## src/rtl/exc_seq_ctrl_if.sv

```systemverilog
// Exception sequencer bus: boundary requests and PSR context in, PSR-bank strobes and PC redirect out.
// Latency: none (signal bundle only).
// Backpressure: none; the sequencer holds the core with stall instead of handshaking.
//
// Ports (slave = sequencer view):
//   in : instr_done, irq, fiq, und_req, svc_req, exc_ret, cpsr, pc_cur, pc_next, lr_in
//   out: Change_M, W_SPSR_s, Write_SPSR, W_CPSR_s, Write_CPSR, lr_we, lr_data,
//        pc_load, pc_load_addr, stall, exc_err
interface exc_seq_if;
    logic        instr_done;
    logic        irq;
    logic        fiq;
    logic        und_req;
    logic        svc_req;
    logic        exc_ret;
    logic [31:0] cpsr;
    logic [31:0] pc_cur;
    logic [31:0] pc_next;
    logic [31:0] lr_in;

    logic [2:0]  Change_M;
    logic        W_SPSR_s;
    logic        Write_SPSR;
    logic [2:0]  W_CPSR_s;
    logic        Write_CPSR;
    logic        lr_we;
    logic [31:0] lr_data;
    logic        pc_load;
    logic [31:0] pc_load_addr;
    logic        stall;
    logic        exc_err;

    modport master (
        output instr_done, irq, fiq, und_req, svc_req, exc_ret,
        output cpsr, pc_cur, pc_next, lr_in,
        input  Change_M, W_SPSR_s, Write_SPSR, W_CPSR_s, Write_CPSR,
        input  lr_we, lr_data, pc_load, pc_load_addr, stall, exc_err
    );

    modport slave (
        input  instr_done, irq, fiq, und_req, svc_req, exc_ret,
        input  cpsr, pc_cur, pc_next, lr_in,
        output Change_M, W_SPSR_s, Write_SPSR, W_CPSR_s, Write_CPSR,
        output lr_we, lr_data, pc_load, pc_load_addr, stall, exc_err
    );
endinterface

```

## src/rtl/exc_seq_ctrl.sv

```systemverilog
// Exception entry/return sequencer driving the CPSR/SPSR bank strobes and the PC redirect.
// Latency: entry boundary -> pc_load in 3 cycles (SAVE, SWITCH, VEC); return 2 cycles (RETPC, RESTORE).
// Backpressure: holds stall high for the whole sequence; requests are only sampled in IDLE at instr_done.
//
// Ports: clk (posedge; PSR bank captures on negedge), rst (async, active-low),
//        bus (exc_seq_if.slave: boundary requests/context in, PSR strobes and PC redirect out).
module exc_seq_ctrl #(
    parameter logic [31:0] VEC_BASE = 32'h0000_0000
) (
    input  logic     clk,
    input  logic     rst,
    exc_seq_if.slave bus
);
    typedef enum logic [2:0] {
        S_IDLE, S_SAVE, S_SWITCH, S_VEC, S_RETPC, S_RESTORE
    } state_t;

    typedef enum logic [1:0] {
        TGT_FIQ, TGT_IRQ, TGT_SVC, TGT_UND
    } tgt_t;

    // Bank select for Change_M
    function automatic logic [2:0] mode_sel(input tgt_t t);
        case (t)
            TGT_FIQ: mode_sel = 3'd1;
            TGT_IRQ: mode_sel = 3'd2;
            TGT_SVC: mode_sel = 3'd3;
            default: mode_sel = 3'd4;
        endcase
    endfunction

    // New-CPSR source select for W_CPSR_s (0 is reserved for restore-from-SPSR)
    function automatic logic [2:0] cpsr_sel(input tgt_t t);
        case (t)
            TGT_FIQ: cpsr_sel = 3'd3;
            TGT_IRQ: cpsr_sel = 3'd2;
            TGT_SVC: cpsr_sel = 3'd4;
            default: cpsr_sel = 3'd5;
        endcase
    endfunction

    function automatic logic [31:0] vec_off(input tgt_t t);
        case (t)
            TGT_FIQ: vec_off = 32'h1C;
            TGT_IRQ: vec_off = 32'h18;
            TGT_SVC: vec_off = 32'h08;
            default: vec_off = 32'h04;
        endcase
    endfunction

    state_t      state_q, state_d;
    tgt_t        tgt_q, tgt_d;
    logic [31:0] lr_q, lr_d;

    logic [2:0]  change_m_q, change_m_d;
    logic        w_spsr_s_q, w_spsr_s_d;
    logic        write_spsr_q, write_spsr_d;
    logic [2:0]  w_cpsr_s_q, w_cpsr_s_d;
    logic        write_cpsr_q, write_cpsr_d;
    logic        lr_we_q, lr_we_d;
    logic [31:0] lr_data_q, lr_data_d;
    logic        pc_load_q, pc_load_d;
    logic [31:0] pc_load_addr_q, pc_load_addr_d;
    logic        stall_q, stall_d;
    logic        exc_err_q, exc_err_d;

    logic fiq_win, irq_win, sync_req, usr_sys;

    always_comb begin
        fiq_win  = bus.fiq & ~bus.cpsr[6];
        irq_win  = bus.irq & ~bus.cpsr[7];
        sync_req = bus.und_req | bus.svc_req;
        usr_sys  = (bus.cpsr[4:0] == 5'b10000) || (bus.cpsr[4:0] == 5'b11111);
    end

    // Next-state logic
    always_comb begin
        state_d   = state_q;
        tgt_d     = tgt_q;
        lr_d      = lr_q;
        exc_err_d = 1'b0;
        case (state_q)
            S_IDLE: begin
                if (bus.instr_done) begin
                    if (fiq_win || irq_win) begin
                        tgt_d   = fiq_win ? TGT_FIQ : TGT_IRQ;
                        // A co-pending sync request is abandoned: return to the
                        // faulting instruction so it re-executes.
                        lr_d    = (sync_req ? bus.pc_cur : bus.pc_next) + 32'd4;
                        state_d = S_SAVE;
                    end else if (sync_req) begin
                        tgt_d   = bus.und_req ? TGT_UND : TGT_SVC;
                        lr_d    = bus.pc_next;
                        state_d = S_SAVE;
                    end else if (bus.exc_ret) begin
                        if (usr_sys) begin
                            exc_err_d = 1'b1;
                        end else begin
                            // Banked LR captured now, while still in the exception mode.
                            lr_d    = bus.lr_in;
                            state_d = S_RETPC;
                        end
                    end
                end
            end
            S_SAVE:    state_d = S_SWITCH;
            S_SWITCH:  state_d = S_VEC;
            S_VEC:     state_d = S_IDLE;
            S_RETPC:   state_d = S_RESTORE;
            S_RESTORE: state_d = S_IDLE;
            default:   state_d = S_IDLE;
        endcase
    end

    // Outputs are decoded from the next state so they register alongside it.
    always_comb begin
        change_m_d     = 3'd0;
        w_spsr_s_d     = 1'b0;
        write_spsr_d   = 1'b0;
        w_cpsr_s_d     = 3'd0;
        write_cpsr_d   = 1'b0;
        lr_we_d        = 1'b0;
        lr_data_d      = 32'd0;
        pc_load_d      = 1'b0;
        pc_load_addr_d = 32'd0;
        stall_d        = 1'b0;
        case (state_d)
            S_SAVE: begin
                change_m_d   = mode_sel(tgt_d);
                w_spsr_s_d   = 1'b1;
                write_spsr_d = 1'b1;
                lr_we_d      = 1'b1;
                lr_data_d    = lr_d;
                stall_d      = 1'b1;
            end
            S_SWITCH: begin
                change_m_d   = mode_sel(tgt_d);
                w_cpsr_s_d   = cpsr_sel(tgt_d);
                write_cpsr_d = 1'b1;
                stall_d      = 1'b1;
            end
            S_VEC: begin
                pc_load_d      = 1'b1;
                pc_load_addr_d = VEC_BASE + vec_off(tgt_d);
                stall_d        = 1'b1;
            end
            S_RETPC: begin
                pc_load_d      = 1'b1;
                pc_load_addr_d = lr_d;
                stall_d        = 1'b1;
            end
            S_RESTORE: begin
                write_cpsr_d = 1'b1;
                stall_d      = 1'b1;
            end
            default: ;
        endcase
    end

    always_ff @(posedge clk or negedge rst) begin
        if (!rst) begin
            state_q        <= S_IDLE;
            tgt_q          <= TGT_FIQ;
            lr_q           <= 32'd0;
            change_m_q     <= 3'd0;
            w_spsr_s_q     <= 1'b0;
            write_spsr_q   <= 1'b0;
            w_cpsr_s_q     <= 3'd0;
            write_cpsr_q   <= 1'b0;
            lr_we_q        <= 1'b0;
            lr_data_q      <= 32'd0;
            pc_load_q      <= 1'b0;
            pc_load_addr_q <= 32'd0;
            stall_q        <= 1'b0;
            exc_err_q      <= 1'b0;
        end else begin
            state_q        <= state_d;
            tgt_q          <= tgt_d;
            lr_q           <= lr_d;
            change_m_q     <= change_m_d;
            w_spsr_s_q     <= w_spsr_s_d;
            write_spsr_q   <= write_spsr_d;
            w_cpsr_s_q     <= w_cpsr_s_d;
            write_cpsr_q   <= write_cpsr_d;
            lr_we_q        <= lr_we_d;
            lr_data_q      <= lr_data_d;
            pc_load_q      <= pc_load_d;
            pc_load_addr_q <= pc_load_addr_d;
            stall_q        <= stall_d;
            exc_err_q      <= exc_err_d;
        end
    end

    assign bus.Change_M     = change_m_q;
    assign bus.W_SPSR_s     = w_spsr_s_q;
    assign bus.Write_SPSR   = write_spsr_q;
    assign bus.W_CPSR_s     = w_cpsr_s_q;
    assign bus.Write_CPSR   = write_cpsr_q;
    assign bus.lr_we        = lr_we_q;
    assign bus.lr_data      = lr_data_q;
    assign bus.pc_load      = pc_load_q;
    assign bus.pc_load_addr = pc_load_addr_q;
    assign bus.stall        = stall_q;
    assign bus.exc_err      = exc_err_q;
endmodule

```

## src/flat_wrapper.sv

```systemverilog
// flat-port wrapper written by rule: the top's interface ports become plain ports
module exc_seq_ctrl_flat 
#(
    parameter logic [31:0] VEC_BASE = 32'h0000_0000
)
  (clk, rst, bus_instr_done, bus_irq, bus_fiq, bus_und_req, bus_svc_req, bus_exc_ret, bus_cpsr, bus_pc_cur, bus_pc_next, bus_lr_in, bus_Change_M, bus_W_SPSR_s, bus_Write_SPSR, bus_W_CPSR_s, bus_Write_CPSR, bus_lr_we, bus_lr_data, bus_pc_load, bus_pc_load_addr, bus_stall, bus_exc_err);
  exc_seq_if bus_i ();
  input  logic clk;
  input  logic rst;
  input wire logic [$bits(bus_i.instr_done)-1:0] bus_instr_done;
  input wire logic [$bits(bus_i.irq)-1:0] bus_irq;
  input wire logic [$bits(bus_i.fiq)-1:0] bus_fiq;
  input wire logic [$bits(bus_i.und_req)-1:0] bus_und_req;
  input wire logic [$bits(bus_i.svc_req)-1:0] bus_svc_req;
  input wire logic [$bits(bus_i.exc_ret)-1:0] bus_exc_ret;
  input wire logic [$bits(bus_i.cpsr)-1:0] bus_cpsr;
  input wire logic [$bits(bus_i.pc_cur)-1:0] bus_pc_cur;
  input wire logic [$bits(bus_i.pc_next)-1:0] bus_pc_next;
  input wire logic [$bits(bus_i.lr_in)-1:0] bus_lr_in;
  output wire logic [$bits(bus_i.Change_M)-1:0] bus_Change_M;
  output wire logic [$bits(bus_i.W_SPSR_s)-1:0] bus_W_SPSR_s;
  output wire logic [$bits(bus_i.Write_SPSR)-1:0] bus_Write_SPSR;
  output wire logic [$bits(bus_i.W_CPSR_s)-1:0] bus_W_CPSR_s;
  output wire logic [$bits(bus_i.Write_CPSR)-1:0] bus_Write_CPSR;
  output wire logic [$bits(bus_i.lr_we)-1:0] bus_lr_we;
  output wire logic [$bits(bus_i.lr_data)-1:0] bus_lr_data;
  output wire logic [$bits(bus_i.pc_load)-1:0] bus_pc_load;
  output wire logic [$bits(bus_i.pc_load_addr)-1:0] bus_pc_load_addr;
  output wire logic [$bits(bus_i.stall)-1:0] bus_stall;
  output wire logic [$bits(bus_i.exc_err)-1:0] bus_exc_err;
  assign bus_i.instr_done = bus_instr_done;
  assign bus_i.irq = bus_irq;
  assign bus_i.fiq = bus_fiq;
  assign bus_i.und_req = bus_und_req;
  assign bus_i.svc_req = bus_svc_req;
  assign bus_i.exc_ret = bus_exc_ret;
  assign bus_i.cpsr = bus_cpsr;
  assign bus_i.pc_cur = bus_pc_cur;
  assign bus_i.pc_next = bus_pc_next;
  assign bus_i.lr_in = bus_lr_in;
  assign bus_Change_M = bus_i.Change_M;
  assign bus_W_SPSR_s = bus_i.W_SPSR_s;
  assign bus_Write_SPSR = bus_i.Write_SPSR;
  assign bus_W_CPSR_s = bus_i.W_CPSR_s;
  assign bus_Write_CPSR = bus_i.Write_CPSR;
  assign bus_lr_we = bus_i.lr_we;
  assign bus_lr_data = bus_i.lr_data;
  assign bus_pc_load = bus_i.pc_load;
  assign bus_pc_load_addr = bus_i.pc_load_addr;
  assign bus_stall = bus_i.stall;
  assign bus_exc_err = bus_i.exc_err;
  exc_seq_ctrl #(.VEC_BASE(VEC_BASE)) u_core (.clk(clk), .rst(rst), .bus(bus_i));
endmodule
```

## config.mk

```make
export PLATFORM = sky130hd
export DESIGN_NAME = exc_seq_ctrl_flat
export DESIGN_NICKNAME = d
export VERILOG_FILES = /design/src/rtl/exc_seq_ctrl_if.sv /design/src/rtl/exc_seq_ctrl.sv /design/src/flat_wrapper.sv
export SDC_FILE = /design/constraint.sdc
export NUM_CORES = 1
export LEC_CHECK = 0
export BUFFER_PORTS_ARGS = -buffer_cell sky130_fd_sc_hd__buf_2
export CELL_PAD_IN_SITES_DETAIL_PLACEMENT = 2
export CELL_PAD_IN_SITES_GLOBAL_PLACEMENT = 2
export CORE_MARGIN = 2
export CORE_UTILIZATION = 30
export DETAILED_ROUTE_END_ITERATION = 12
export PLACE_DENSITY = 0.93
export SLEW_MARGIN = 20
export SYNTH_ARGS = -nofsm -noshare
export SYNTH_HDL_FRONTEND = slang
export SYNTH_SLANG_ARGS = --single-unit
```

## constraint.sdc

```tcl
create_clock -name clk -period 2.8 [get_ports clk]
set_clock_uncertainty 0.2 [all_clocks]
set_input_delay 0.14 -clock clk [delete_from_list [all_inputs] [get_ports clk]]
set_output_delay 0.14 -clock clk [all_outputs]
set_load 0.02 [all_outputs]
```

# --- Word-level counts from Yosys, hierarchy flattened ---
# Cells that the tools add are included.
word_totals:
  register_bits: 112
  in_bits: 136
  out_inout_bits: 77
classes:
  reduce_logical: 8
  n_eq_ne: 12
  addsub: 1
  bitwise_logic: 5
  muxes: 36
op_table:
  columns: ["operator", "n"]
  rows:
  - ["32-bit two-way mux", 8]
  - ["32-bit one-hot mux with 2 select lines", 1]
  - ["32-bit by 3-bit adder with 32-bit output (second input constant)", 1]
  - ["3-bit two-way mux", 7]
  - ["3-bit one-hot mux with 3 select lines", 2]
  - ["5-bit one-hot mux with 3 select lines", 1]
  - ["1-bit two-way mux", 12]
  - ["3-bit one-hot mux with 4 select lines", 1]
  - ["5-bit equality test (second input constant)", 2]
  - ["3-bit by 2-bit equality test with 1-bit output (second input constant)", 3]
  - ["3-bit equality test (second input constant)", 3]
  - ["2-bit two-way mux", 4]
  - ["3-bit by 1-bit equality test with 1-bit output (second input constant)", 2]
  - ["2-bit OR reduction", 3]
  - ["5-bit OR reduction", 1]
  - ["3-bit zero test", 1]
  - ["1-bit bitwise AND", 2]
  - ["2-bit by 1-bit equality test with 1-bit output (second input constant)", 1]
  - ["2-bit equality test (second input constant)", 1]
  - ["2-bit zero test", 1]
  - ["1-bit logical OR", 2]
  - ["1-bit NOT", 2]
  - ["1-bit bitwise OR", 1]

# --- Longest topological paths before layout ---
# Gate-level depths: netlist (run 1).
depth:
  ltp_word: 11
  depth_mapped: 15

# --- Worst setup path before layout (run 1) ---
# Ideal clock, no wire load.
synth_path:
  path_kind: "input to register"
  from: "in bus_und_req"
  to: "reg u_core.lr_q[24]"
  t_arrival_ns: 3.511
  setup_slack_ns: -1.035
  required_time_ns: 2.476
  stages: 14
  path_cell_list: "buf_2 -> nor2_1 -> buf_2 -> clkbuf_1 -> clkbuf_1 -> nand2_1 -> nand2_1 -> ha_1 -> nand4bb_1 -> a22oi_2 -> nand3_1 -> nor4b_1 -> xnor2_1 -> a211o_1"
synth_via:
  elab_chain_cells: 6
  word_cells_on_any_way: 7
synth_rtl:
  columns: ["item", "line_no", "source"]
  rows:
  - ["from (decl)", "flat_wrapper.sv:13", "input wire logic [$bits(bus_i.und_req)-1:0] bus_und_req;"]
  - ["1-bit bitwise OR *", "exc_seq_ctrl.sv:72", "sync_req = bus.und_req | bus.svc_req;"]
  - ["32-bit two-way mux", "exc_seq_ctrl.sv:89", "lr_d = (sync_req ? bus.pc_cur : bus.pc_next) + 32'd4;"]
  - ["32-bit by 3-bit adder with 32-bit output", "exc_seq_ctrl.sv:89", null]
  - ["32-bit two-way mux *", "exc_seq_ctrl.sv:85", "if (fiq_win || irq_win) begin"]
  - ["32-bit two-way mux *", "exc_seq_ctrl.sv:84", "if (bus.instr_done) begin"]
  - ["32-bit two-way mux *", "exc_seq_ctrl.sv:82", "case (state_q)"]
  - ["via u_core.lr_d[24]", "exc_seq_ctrl.sv:53", "logic [31:0] lr_q, lr_d;"]
  - ["to (signal assigned)", "exc_seq_ctrl.sv:179", "lr_q <= lr_d;"]
  - ["to (decl)", "exc_seq_ctrl.sv:53", null]
# The timed path passes the listed nets; every way through them passes the cells marked *.

# --- Worst setup path in the final report (run 1) ---
layout_path:
  from: "in bus_pc_next[2]"
  to: "reg u_core.lr_q[16]"
layout_via:
  elab_chain_cells: 5
layout_rtl:
  columns: ["item", "line_no", "source"]
  rows:
  - ["from (decl)", "flat_wrapper.sv:18", "input wire logic [$bits(bus_i.pc_next)-1:0] bus_pc_next;"]
  - ["32-bit two-way mux", "exc_seq_ctrl.sv:89", null]
  - ["32-bit by 3-bit adder with 32-bit output", "exc_seq_ctrl.sv:89", null]
  - ["32-bit two-way mux", "exc_seq_ctrl.sv:85", null]
  - ["32-bit two-way mux", "exc_seq_ctrl.sv:84", null]
  - ["32-bit two-way mux", "exc_seq_ctrl.sv:82", null]
  - ["via u_core.lr_d[16]", "exc_seq_ctrl.sv:53", null]
# The timed path passes the listed nets, and every way through them passes these cells.

==> results_dict.tcl, run 1 <==
set metrics [dict create \
    status "finished clean" \
    min_path_type "primary input to register" \
    start_kind "primary input" \
    wl_per_cell_microns 26.4 \
    synth.avg_cell_area_sq_um 9.21 \
    final_nets 1063 \
    clock-sinks 112 \
    area_growth_pct 34.8 \
    maxCapViolations 0 \
    rr_startpoint "u_core.state_q[1]$_DFF_PN0_" \
    rrSetupSlack_ns 0.17 \
    slowest_stage "dlygate4sd3_1" \
    core_sq_um 20800 \
    reg2reg_to "u_core.bus.exc_err$_DFF_PN0_" \
    grt_pass1_vias 7801 \
    crit_buf_inv 4 \
    die_area_sq_um 22200 \
    drc 0 \
    final_util_pct 40.9 \
    synth-edff-count 0 \
    numCtsBuffers 9 \
    clk_pin_slew_ns 0.08 \
    crit_chain "dlygate4sd3_1, buf_2, nand2_1, nand2_1, ha_4, nand4bb_4, a22oi_2, buf_4, buf_4, nand4b_1, xnor2_1, o32a_1, a21oi_2" \
    hold_violations 0 \
    placementRows 53 \
    timing.fmax_mhz 370 \
    grt_pass1_wl_mm 47.7 \
    yosys.area.top_type_share_pct 44.4 \
    cp.arrival_ns 2.77 \
    p_per_area_nw_per_um2 716 \
    syn-cell-area_sq_um 6310 \
    power_leakage_nw 4.08 \
    routed_wl_mm 31.8 \
    antenna_found_initial 2 \
    min_period_over_period_pct 96.5 \
    reg2regPathDepth 6 \
    min_from "bus_pc_cur[2]" \
    slew_headroom_pct 27.4 \
    clock_latency_ns 0.37 \
    place_congestion 0.872 \
    clock-root-buffer "clkbuf_16" \
    drive_above_1_share_pct 33.2 \
    synthTopCellsByArea "dfrtp_1 (44%), nor2_1 (5.5%), mux2i_1 (4.0%)" \
    drt_first_pass_iters 6 \
    cts_tree "built" \
    worstSetupEndpointType "register" \
    synthTopCellsByCount "dfrtp_1 (112), nor2_1 (92), nand2_1 (54)" \
    htree_levels 3 \
    totalPowerFinal_w 0.00609 \
    synth_ff_type "dfrtp_1" \
    synth.yosys.seq_area_share_pct 44.4 \
    fin_hold_ws_ns 0.0244 \
    synth_fp_nets 826 \
    dpl.hpwl_mm 22.5 \
    drtIter0Drc 471 \
    overflow 0 \
    ios 213 \
    io_buffers 187 \
    worst_pin_slew_ns 1.08 \
    final_max_slew_viol_count 0 \
    cp_max_fo 5 \
    hold_depth 4 \
    clk_path_buf_depth 2 \
    min_period_ns 2.70 \
    synth.most_common_cell "dfrtp_1" \
    setup_violations 0 \
    initial_utilization_pct 30.3 \
    crit_path_max_incr_delay_ns 0.52 \
    via_count 7012 \
    worstHoldEndpoint "u_core.bus.lr_data[2]$_DFF_PN0_" \
    grt_util_all_layers_pct 28.4 \
    critPathRequiredTime_ns 2.87 \
    die_y_microns 149 \
    viasPerCell 5.82 \
    fp.dieW_microns 149 \
    yosys_warnings 0 \
    syn_inst 685 \
    path_delay_family "buffers and inverters" \
    synth_seq_cells 112 \
    irDropWorstVdd_uv 312 \
    async_flop_share_pct 100 \
    ys_types 75 \
    grt_max_degree 52 \
    criticalPathCategory "primary input to register" \
    netlist.top_cell.by_area "dfrtp_1" \
    ant_nets 0 \
]
[state kept, by name (all words and copies together) (netlist names)]
signal	cells
u_core.bus.exc_err	1
u_core.bus.stall	1
u_core.state_q	3
u_core.tgt_q	2
u_core.bus.pc_load	1
u_core.lr_q	32
u_core.bus.lr_data	32
u_core.bus.Change_M	3
u_core.bus.Write_CPSR	1
u_core.bus.pc_load_addr	32
u_core.bus.W_SPSR_s	1
u_core.bus.W_CPSR_s	3
[timing repair]
action	CTS	global route
hold buffers	18	0
setup buffers	0	3
endpoints found under the hold margin	96	0
setup endpoints to repair	0	24
resized for setup	0	9
[cell usage in the layout (no fill, tap or decap), types with 7 or more instances in the layout]
cell	count
o21ai_0	39
and3_1	10
mux2_2	7
nand2_1	54
a211oi_1	10
buf_2	186
nand4_1	9
xnor2_1	12
dfrtp_1	112
o22ai_1	9
nor3_1	21
a21oi_1	36
buf_4	68
a31oi_1	7
nand3_1	19
clkbuf_16	9
inv_1	8
o211ai_1	15
dlygate4sd3_1	18
mux2i_1	25
nand4bb_1	10
nor2_1	91
xor2_1	8
[worst register-to-register path, delay by kind of cell (launching register included)]
kind / cells / cell delay [ns]
buffers and inverters: 3 / 1.24
flip-flops: 1 / 0.46
AND/OR/NAND/NOR: 3 / 0.62
[per-layer routing]
metal / wire [microns] / up-vias / global-route usage, % / part of all wire, %
met5: 24 / - / 0 / 0.075
met4: 1300 / 4 / 12.5 / 4.1
met3: 1830 / 93 / 4.31 / 5.8
met2: 15900 / 329 / 50.1 / 50
met1: 12800 / 3580 / 34.3 / 40
li1: - / 3006 / - / -
[worst max path at each step]
stage	start	to	slack (ns)	cells past startpoint
6_report	bus_pc_next[2]	u_core.lr_q[16]$_DFF_PN0_	0.1	13
5_1_grt	bus_pc_next[2]	u_core.bus.pc_load_addr[16]$_DFF_PN0_	-0.05	13
4_1_cts	bus_pc_next[2]	u_core.bus.lr_data[26]$_DFF_PN0_	0.03	12
3_5_place_dp	bus_und_req	u_core.bus.lr_data[26]$_DFF_PN0_	-0.07	12
3_3_place_gp	bus_und_req	u_core.bus.pc_load_addr[14]$_DFF_PN0_	0.1	12
2_1_floorplan	bus_und_req	u_core.lr_q[24]$_DFF_PN0_	-0.09	14
[cell type report]
| class | count | area [sq um] |
|---|---|---|
| Antenna cell | 2 | 5.00 |
| Clock buffer | 11 | 253 |
| Clock inverter | 5 | 62.6 |
| Fill cell | 2323 | 12300 |
| Inverter | 8 | 30.0 |
| Multi-Input combinational cell | 518 | 3370 |
| Sequential cell | 112 | 2800 |
| Tap cell | 275 | 344 |
| Timing Repair Buffer | 273 | 1640 |
[cells by family (layout without fill, tap and decap cells)]
kind of cell / after synthesis / after routing / synth area share [%]
buffers and inverters: 55 / 297 / 3.73
muxes: 32 / 32 / 5.22
adders and majority gates: 5 / 5 / 0.991
xor gates and xnor gates: 20 / 20 / 2.78
other: 0 / 2 / 0
DFF: 112 / 112 / 44.4
and+or+nand+nor: 265 / 265 / 21.4
AOI/OAI and AO/OA: 196 / 196 / 21.5
[power by group]
| part | internal [W] | switching, W | total, W | leakage, nW |
|---|---|---|---|---|
| registers | 0.00205 | 0.000248 | 0.00230 | 1.46 |
| clock network | 0.000753 | 0.000664 | 0.00142 | 0.154 |
| logic | 0.000824 | 0.00155 | 0.00238 | 2.47 |
[stage by stage]
stage	instance area (sq um)	setup slack [ns]	std cells	TNS, ns
final	8510	0.0986	1204	0
after global routing	8500	-0.0510	1202	-0.127
after CTS	8420	0.0336	1199	0
after detailed placement	7930	-0.0682	1165	-0.202
after global placement	7930	0.0986	1165	0
after floorplan	6440	-0.0866	685	-0.189
No activity file was read; power rests on OpenSTA's default activity.
==> run 2: changes to the inputs <==
CTS_BUF_LIST = sky130_fd_sc_hd__clkbuf_16   (was not set)
clock period = 2.85 ns   (was 2.8 ns; I/O delays follow)
==> run 2 against run 1 <==
Global-route usage fell by 1.6 points. Critical path depth fell by 5. Flip-flop and latch count did not move. Clock power fell by 7%. Cell area fell by 0.99%. Combinational power fell by 4%. Routed wire length fell by 4.2%. Register-to-register slack got worse by 0.09 ns. Setup slack got worse by 0.023 ns. Final cell count fell by 0.25%. Critical endpoint is now u_core.bus.W_CPSR_s[2]$_DFF_PN0_. Largest cell class unchanged. Largest power group unchanged.
==> results_dict.tcl, run 2 (synthesized netlist as in run 1, its figures left out) <==
set metrics [dict create \
    place_congestion 0.913 \
    clk_path_buf_depth 2 \
    min_path_type "primary input to asynchronous set/reset pin" \
    final_cell_mix "buf_2 (186), dfrtp_1 (111), nor2_1 (91)" \
    stdcell_count 1201 \
    drc 0 \
    final_common_cell "buf_2" \
    cp.arrival_ns 2.83 \
    cp_max_fo 11 \
    grt_pass1_wl_mm 44.8 \
    grt_util_all_layers_pct 26.8 \
    final_nets 1056 \
    core_sq_um 20800 \
    min_period_ns 2.77 \
    multi_input_area_sq_um 3330 \
    io_buffers 187 \
    dpl.hpwl_mm 22.5 \
    clk_pin_slew_ns 0.08 \
    numCtsBuffers 9 \
    min_period_over_period_pct 97.3 \
    drt_first_pass_iters 5 \
    placementRows 53 \
    cts_tree "built" \
    p_per_area_nw_per_um2 694 \
    clock-sinks 112 \
    setup_violations 0 \
    grt_pass1_vias 7485 \
    clock_latency_ns 0.37 \
    start_kind "register" \
    ios 213 \
    via_count 6910 \
    power_leakage_nw 4.04 \
    viasPerCell 5.75 \
    slew_headroom_pct 30.2 \
    status "finished clean" \
    regArea_sq_um 2800 \
    hold_violations 0 \
    filler_cell_count 2337 \
    antenna_found_initial 6 \
    drive_above_1_share_pct 32.6 \
    drtIter0Drc 516 \
    worstSetupEndpointType "register" \
    die_y_microns 149 \
    overflow 0 \
    dp_cells 1163 \
    area_growth_pct 33.5 \
    irDropWorstVdd_uv 317 \
    clock-root-buffer "clkbuf_16" \
    initial_utilization_pct 30.3 \
    worst_pin_slew_ns 1.04 \
    ant_nets 0 \
    fp.dieW_microns 149 \
    maxCapViolations 0 \
    critPathRequiredTime_ns 2.90 \
    timing.fmax_mhz 360 \
    grt_max_degree 51 \
    routed_wl_mm 30.5 \
    tns_ns 0 \
    wl_per_cell_microns 25.4 \
    htree_levels 3 \
    final_max_slew_viol_count 0 \
    criticalPathCategory "register to register" \
    die_area_sq_um 22200 \
]
run 2: changes by cell type in the layout (fill, tap and decap cells not counted), moves of 2 or more:
cell / before / now
dlygate4sd3_1: 18 / 15
o21ai_1: 4 / 2
clkbuf_8: 2 / 0
diode_2: 2 / 6
buf_12: 1 / 3
o21ai_0: 39 / 41
buf_4: 68 / 62
run 2: repair_timing:
item	in CTS	in global routing
setup endpoints to repair	0	7
endpoints found under the hold margin	91	0
setup buffers	0	1
resized for setup	0	2
hold buffers	15	0
run 2: metal layers:
metal  vias to the layer above  routed length [microns]  global-route usage, %
li1                       2998                        -                      -
met4                         4                     1410                   13.5
met1                      3547                    12600                   32.6
met2                       272                    14900                   45.6
met3                        89                     1590                   4.77
met5                         -                       27                      0
run 2: where the power goes:
group          leakage, nW  switching (W)  internal [W]
combinational         2.44        0.00147      0.000803
sequential            1.46       0.000237       0.00201
clock                0.144       0.000637      0.000683
run 2: cell type report:
cell class | instances | area share [%]
multi-input cells | 518 | 39.5
flip-flops and latches | 112 | 33.3
repair buffers | 266 | 19.1
well taps | 275 | 4.08
clock buffers | 9 | 2.67
clock inverters | 7 | 0.817
inverters | 8 | 0.357
diodes | 6 | 0.178
run 2: stage by stage:
step	util, %	instance area [sq um]	hold WS (ns)	power (W)	setup WS, ns
after floorplan	-	6430	-0.353	0.00349	-0.0427
final	40.5	8420	0.0293	0.00585	0.0759
after global routing	40.4	8410	0.00678	0.00613	-0.0286
after detailed placement	38.1	7940	-0.110	0.00445	0.0231
after global placement	38.1	7940	-0.117	0.00427	0.113
after CTS	40.3	8380	0.00387	0.00581	0.105
run 2: worst paths after layout:
| kind | start | endpoint | slack, ns | depth (start not counted) |
|---|---|---|---|---|
| worst max register to register | u_core.state_q[2]$_DFF_PN0_ | u_core.bus.W_CPSR_s[2]$_DFF_PN0_ | 0.08 | 8 |
| min in group clk | bus_pc_cur[15] | u_core.bus.lr_data[15]$_DFF_PN0_ | 0.03 | 3 |
| max in group asynchronous | rst | u_core.state_q[2]$_DFF_PN0_ | 1.54 | 3 |
| worst min register to register | u_core.lr_q[8]$_DFF_PN0_ | u_core.lr_q[8]$_DFF_PN0_ | 0.29 | 2 |
| worst min-delay path | rst | u_core.bus.lr_data[29]$_DFF_PN0_ | 0.03 | 2 |
| worst max-delay path | u_core.state_q[2]$_DFF_PN0_ | u_core.bus.W_CPSR_s[2]$_DFF_PN0_ | 0.08 | 8 |
run 2: critical path: stages (launching register included):
cell	delay, ns
dfrtp_2	0.51
nor4b_2	0.37
buf_4	0.27
o21ai_0	0.20
buf_4	0.23
o21ai_0	0.20
inv_1	0.19
ha_1	0.26
o21a_1	0.21
